$ cat src/rtl/core_bus_arbiter.sv
// rtl/core_bus_arbiter.sv - merges core instruction and data requests onto one single-outstanding memory bus
module core_bus_arbiter #(
    parameter int MAX_D_STREAK = 4,
    parameter int TIMEOUT      = 1023
) (
    input  logic        clk,
    input  logic        reset,
    input  logic        i_valid,
    input  logic [63:0] i_addr,
    output logic        i_addr_ok,
    output logic        i_data_ok,
    output logic [31:0] i_data,
    input  logic        d_valid,
    input  logic [63:0] d_addr,
    input  logic [2:0]  d_size,
    input  logic [7:0]  d_strobe,
    input  logic [63:0] d_wdata,
    output logic        d_addr_ok,
    output logic        d_data_ok,
    output logic [63:0] d_rdata,
    output logic        c_valid,
    output logic        c_is_write,
    output logic [63:0] c_addr,
    output logic [2:0]  c_size,
    output logic [7:0]  c_strobe,
    output logic [63:0] c_wdata,
    input  logic        c_ready,
    input  logic [63:0] c_rdata,
    output logic        err
);

    localparam logic [1:0] S_IDLE   = 2'd0;
    localparam logic [1:0] S_BUSY_I = 2'd1;
    localparam logic [1:0] S_BUSY_D = 2'd2;
    localparam logic [1:0] S_RESP   = 2'd3;

    localparam int SW  = (MAX_D_STREAK > 0) ? $clog2(MAX_D_STREAK + 1) : 1;
    localparam int WDW = (TIMEOUT > 0) ? $clog2(TIMEOUT + 1) : 1;
    localparam logic [SW-1:0]  STREAK_MAX = SW'(MAX_D_STREAK);
    localparam logic [WDW-1:0] WDOG_MAX   = WDW'(TIMEOUT);

    logic [1:0]     r_state;
    logic           r_sel_d;
    logic [63:0]    r_addr;
    logic [2:0]     r_size;
    logic [7:0]     r_strobe;
    logic [63:0]    r_wdata;
    logic [63:0]    r_rdata;
    logic [SW-1:0]  r_streak;
    logic [WDW-1:0] r_wdog;
    logic           r_err;

    logic w_idle;
    logic w_busy;
    logic w_grant_d;
    logic w_grant_i;
    logic w_timeout;

    // Grants are combinational so addr_ok lands in the same cycle the request is seen in IDLE.
    assign w_idle    = (r_state == S_IDLE) && !reset;
    assign w_busy    = (r_state == S_BUSY_I) || (r_state == S_BUSY_D);
    assign w_grant_d = w_idle && d_valid && (!i_valid || (r_streak < STREAK_MAX));
    assign w_grant_i = w_idle && i_valid && !w_grant_d;
    assign w_timeout = (TIMEOUT != 0) && (r_wdog == WDOG_MAX);

    assign i_addr_ok  = w_grant_i;
    assign d_addr_ok  = w_grant_d;
    assign i_data_ok  = (r_state == S_RESP) && !r_sel_d;
    assign d_data_ok  = (r_state == S_RESP) && r_sel_d;
    assign i_data     = !i_data_ok ? 32'd0 : (r_addr[2] ? r_rdata[63:32] : r_rdata[31:0]);
    assign d_rdata    = d_data_ok ? r_rdata : 64'd0;

    assign c_valid    = w_busy;
    assign c_is_write = (r_state == S_BUSY_D) && (r_strobe != 8'h00);
    assign c_addr     = w_busy ? r_addr   : 64'd0;
    assign c_size     = w_busy ? r_size   : 3'd0;
    assign c_strobe   = w_busy ? r_strobe : 8'h00;
    assign c_wdata    = w_busy ? r_wdata  : 64'd0;
    assign err        = r_err;

    always_ff @(posedge clk) begin
        if (reset) begin
            r_state  <= S_IDLE;
            r_sel_d  <= 1'b0;
            r_addr   <= 64'd0;
            r_size   <= 3'd0;
            r_strobe <= 8'h00;
            r_wdata  <= 64'd0;
            r_rdata  <= 64'd0;
            r_streak <= '0;
            r_wdog   <= '0;
            r_err    <= 1'b0;
        end else begin
            case (r_state)
                S_IDLE: begin
                    r_wdog <= '0;
                    if (w_grant_d) begin
                        r_state  <= S_BUSY_D;
                        r_sel_d  <= 1'b1;
                        r_addr   <= d_addr;
                        r_size   <= d_size;
                        r_strobe <= d_strobe;
                        r_wdata  <= d_wdata;
                        if (!i_valid)
                            r_streak <= '0;
                        else if (r_streak != STREAK_MAX)
                            r_streak <= r_streak + 1'b1;
                    end else if (w_grant_i) begin
                        r_state  <= S_BUSY_I;
                        r_sel_d  <= 1'b0;
                        r_addr   <= i_addr;
                        r_size   <= 3'd2;
                        r_strobe <= 8'h00;
                        r_wdata  <= 64'd0;
                        r_streak <= '0;
                    end
                end
                S_BUSY_I, S_BUSY_D: begin
                    // A response arriving on the timeout cycle still completes normally.
                    if (c_ready) begin
                        r_rdata <= c_rdata;
                        r_state <= S_RESP;
                    end else if (w_timeout) begin
                        r_err   <= 1'b1;
                        r_state <= S_IDLE;
                    end else begin
                        r_wdog <= r_wdog + 1'b1;
                    end
                end
                default: begin
                    r_state <= S_IDLE;
                end
            endcase
        end
    end

endmodule

$ cat config.mk
export PLATFORM = sky130hd
export DESIGN_NAME = core_bus_arbiter
export DESIGN_NICKNAME = d
export VERILOG_FILES = /design/src/rtl/core_bus_arbiter.sv
export SDC_FILE = /design/constraint.sdc
export NUM_CORES = 1
export LEC_CHECK = 0
export ABC_AREA = 1
export BUFFER_PORTS_ARGS = -buffer_cell sky130_fd_sc_hd__buf_2
export CELL_PAD_IN_SITES_DETAIL_PLACEMENT = 2
export CELL_PAD_IN_SITES_GLOBAL_PLACEMENT = 2
export CORE_MARGIN = 2
export CORE_UTILIZATION = 20
export CTS_CLUSTER_DIAMETER = 50
export DETAILED_ROUTE_END_ITERATION = 10
export PLACE_DENSITY = 0.8
export SETUP_SLACK_MARGIN = 0.2
export SYNTH_ARGS = -nofsm -noshare
export SYNTH_HDL_FRONTEND = slang
export SYNTH_SLANG_ARGS = --single-unit
$ cat constraint.sdc
create_clock -name clk -period 1.8 [get_ports clk]
set_input_delay 0.18 -clock clk [delete_from_list [all_inputs] [get_ports clk]]
set_output_delay 0.18 -clock clk [all_outputs]
set_load 0.05 [all_outputs]
==> impl_metrics.csv <==
group,metric,value,unit
critical_path,reg2reg_depth,9,
drt,routedWlPerCell,26.0,um
synth,synth_edf_count,0,
timing,final.min_clock_period,2290,ps
synth,synth_xor_area_share,0.0828,%
grt,grt_pass1_vias,17500,
critical_path,timing.rr.end,"r_rdata[24]",
drt,routed_wl,83.0,mm
synth,seq_area_frac_synth,41.6,%
drt,wl_met2,44.6,mm
grt,antenna_found_initial,20,
finish,nNetsFinal,2739,
synth,synth_top_family_by_area,"simple AND/OR/NAND/NOR gates",
clock_tree,clock_latency,550,ps
timing,grt_setup_unrepaired,"true",
synth,synth-seq-cells,220,
timing,post-route-period-util,127,%
timing,skew,31.5,ps
drt,dr.first_iter.drc_count,463,
critical_path,endpoint_kind,"output pin",
synth,syn_inst,1681,
clock_tree,clk_pin_slew_worst_paths,50,ps
placed_design,gp_congestion,0.811,
critical_path,required,1620,ps
hold_path,hold_start,"i_addr[3]",
placed_design,portBuffers,513,
hold_path,holdPathEnd,"r_addr[3]",
pwr,powerDensity,1410,mW/mm^2
synth,synth_mux_area_share,0,%
synth,ys_warn_count,0,
synth,async_flop_share,0,%
critical_path,r2r_slack,-430,ps
clock_tree,clockRootBuffer,"clkbuf_16",
timing,worstMarginPinSlew,803,ps
grt,grt_overflow,0,
grt,grtUsageTotal,26.6,%
synth,syn-num-nets,1960,
grt,grt_first_pass_wirelength,109,mm
synth,ys_dominant_reg_cell,"dfxtp_1",
clock_tree,cts_buffer_depth,3,
clock_tree,cts.sinks,220,
timing,max_slew_margin,46.5,%
drt,drcViolationCount,0,
run,maxCapViolCount,0,
finish,fillers,5606,
pwr,ir_worst_vdd,0.000669,V
drt,dr_wl_met3,4.41,mm
synth,synth-simple-area-share,27.3,%
critical_path,worstSetupStartpointType,"register",
drt,vias,15100,
critical_path,r2r_start,"r_state[1]",
die,die_h,234,um
timing,finalWorstSetupSlack,-490,ps
timing,setup_viol,449,
run_status,status,"finished, violations left",
synth,synth.cell_area,0.0106,sq mm
synth,avgSynthCellArea,6.30,sq um
finish,multi_input_area,0.00620,sq mm
drt,firstDrtPassIters,4,
critical_path,path_class,"register to output pin",
die,die_x,234,um
clock_tree,htreeDepth,2,
finish,final_cells,3189,
finish,ff_latch_area,0.00441,sq mm
drt,top_layer,"met5",
drt,met1_length,27.4,mm
critical_path,crit_fanout,6,
critical_path,critical_path_arrival,2110,ps
placed_design,place_hpwl,38.6,mm
synth,synthAdderAreaFrac,0.828,%
grt,grt_max_degree,136,
finish,layout.cells.most_common,"nand2_1",
die,start_util,20.2,%
finish,drive_gt1_share,42.8,%
placed_design,dpl.cell_count,2840,
die,row_count,84,
die,io_pins,514,
drt,via_per_inst,4.73,
finish,synthToLayoutAreaGrowth,115,%
timing,hold_viol,0,
placed_design,pre_cts_slack,3.03,ps
clock_tree,cts_tree,"built",
clock_tree,numCtsBuffers,36,
die,core_region_area,0.0524,sq mm
run_status,violations,"setup timing",
hold_path,whs_path_depth,5,
finish,mostFrequentLayoutCells,"535 x nand2_1, 274 x buf_2, 220 x dlygate4sd3_1, 216 x dfxtp_1, 215 x a21oi_1",
synth,synth_compound_area_share,16.9,%
synth,ys_types,25,
hold_path,hold_class,"input port to register",
timing,drv_slew,0,
die,die-area,0.0548,sq mm
timing,max_freq,0.437,GHz
drt,antenna_left,0,
pwr,leakagePower,0.00986,uW
where the power goes:
group / total (uW) / internal, uW / switching, uW
clock: 7490 / 4700 / 2790
combinational: 17900 / 7120 / 10800
sequential: 6800 / 5870 / 926
Yosys cell counts, types with 3 or more instances:
| library cell | number | area (sq um) |
|---|---|---|
| nand2_1 | 648 | 2430 |
| a21oi_1 | 247 | 1240 |
| inv_1 | 222 | 833 |
| dfxtp_1 | 220 | 4400 |
| o21ai_0 | 104 | 521 |
| nor2_1 | 85 | 319 |
| clkbuf_1 | 68 | 255 |
| buf_2 | 29 | 145 |
| nand3_1 | 11 | 55.1 |
| buf_4 | 7 | 52.6 |
| buf_6 | 7 | 78.8 |
| ha_1 | 7 | 87.6 |
| buf_1 | 5 | 18.8 |
| inv_2 | 4 | 15.0 |
| nor3_1 | 3 | 15.0 |
cell type report:
type	count	share of cell area, %
Antenna cell	15	0.165
Clock buffer	53	4.68
Clock inverter	11	0.796
Inverter	227	6.10
Multi-Input combinational cell	1118	27.2
Sequential cell	220	19.4
Tap cell	688	3.78
Timing Repair Buffer	857	37.9
state kept, by name, indices dropped and copies added (netlist names):
signal and flops:
r_addr 64, r_rdata 64, r_wdata 64, r_wdog 10, r_strobe 8, r_size 3, r_streak 3, r_state 2
err 1, r_sel_d 1
per-stage QoR:
step	total power [uW]	TNS [ps]	area [sq um]	hold WS, ps	util, %
2_1_floorplan	14900	0	12100	327	-
3_3_place_gp	18100	0	15900	435	30.3
3_5_place_dp	18600	0	15900	445	30.3
4_1_cts	29100	-90030	21400	0.981	40.9
5_1_grt	33400	-154300	22800	49.8	43.5
6_report	32200	-116750	22800	37.3	43.5
metal layers:
layer	vias up	global-route usage (%)
met4	10	16.9
met3	342	5.97
met1	7400	25.1
met5	-	0
li1	6731	-
met2	607	51.3
worst max-delay path by stage:
stage	start	to	cells past startpoint
finish	r_state[1]	c_wdata[56]	8
global route	r_state[1]	c_wdata[55]	8
CTS	r_state[1]	c_addr[25]	8
detailed placement	r_wdog[0]	r_wdog[6]	8
global placement	r_state[1]	c_addr[60]	6
floorplan	r_state[1]	d_rdata[54]	5
logic make-up after synthesis:
kind of cell	count (synthesis)
XOR/XNOR	1
flip-flops	220
AND/OR/NAND/NOR	755
AO/OA/AOI/OAI	355
adder cells (fa/ha/maj)	7
buffers and inverters	343
critical path, stage by stage, from the launching register on:
cell and delay [ps]:
dfxtp_4 360, inv_2 60, ha_4 280, buf_12 160
buf_4 150, buf_16 150, nand2_4 60, clkinvlp_4 150
buf_8 190
what timing repair did:
item | 4_1_cts | 5_1_grt
cloned | 8 | 7
hold buffers | 220 | 0
hold endpoints to repair | 184 | 0
setup buffers | 13 | 22
resized for setup | 567 | 306
pin swaps | 3 | 18
endpoints found under the setup margin | 453 | 459
(Power assumes the default switching activity.)
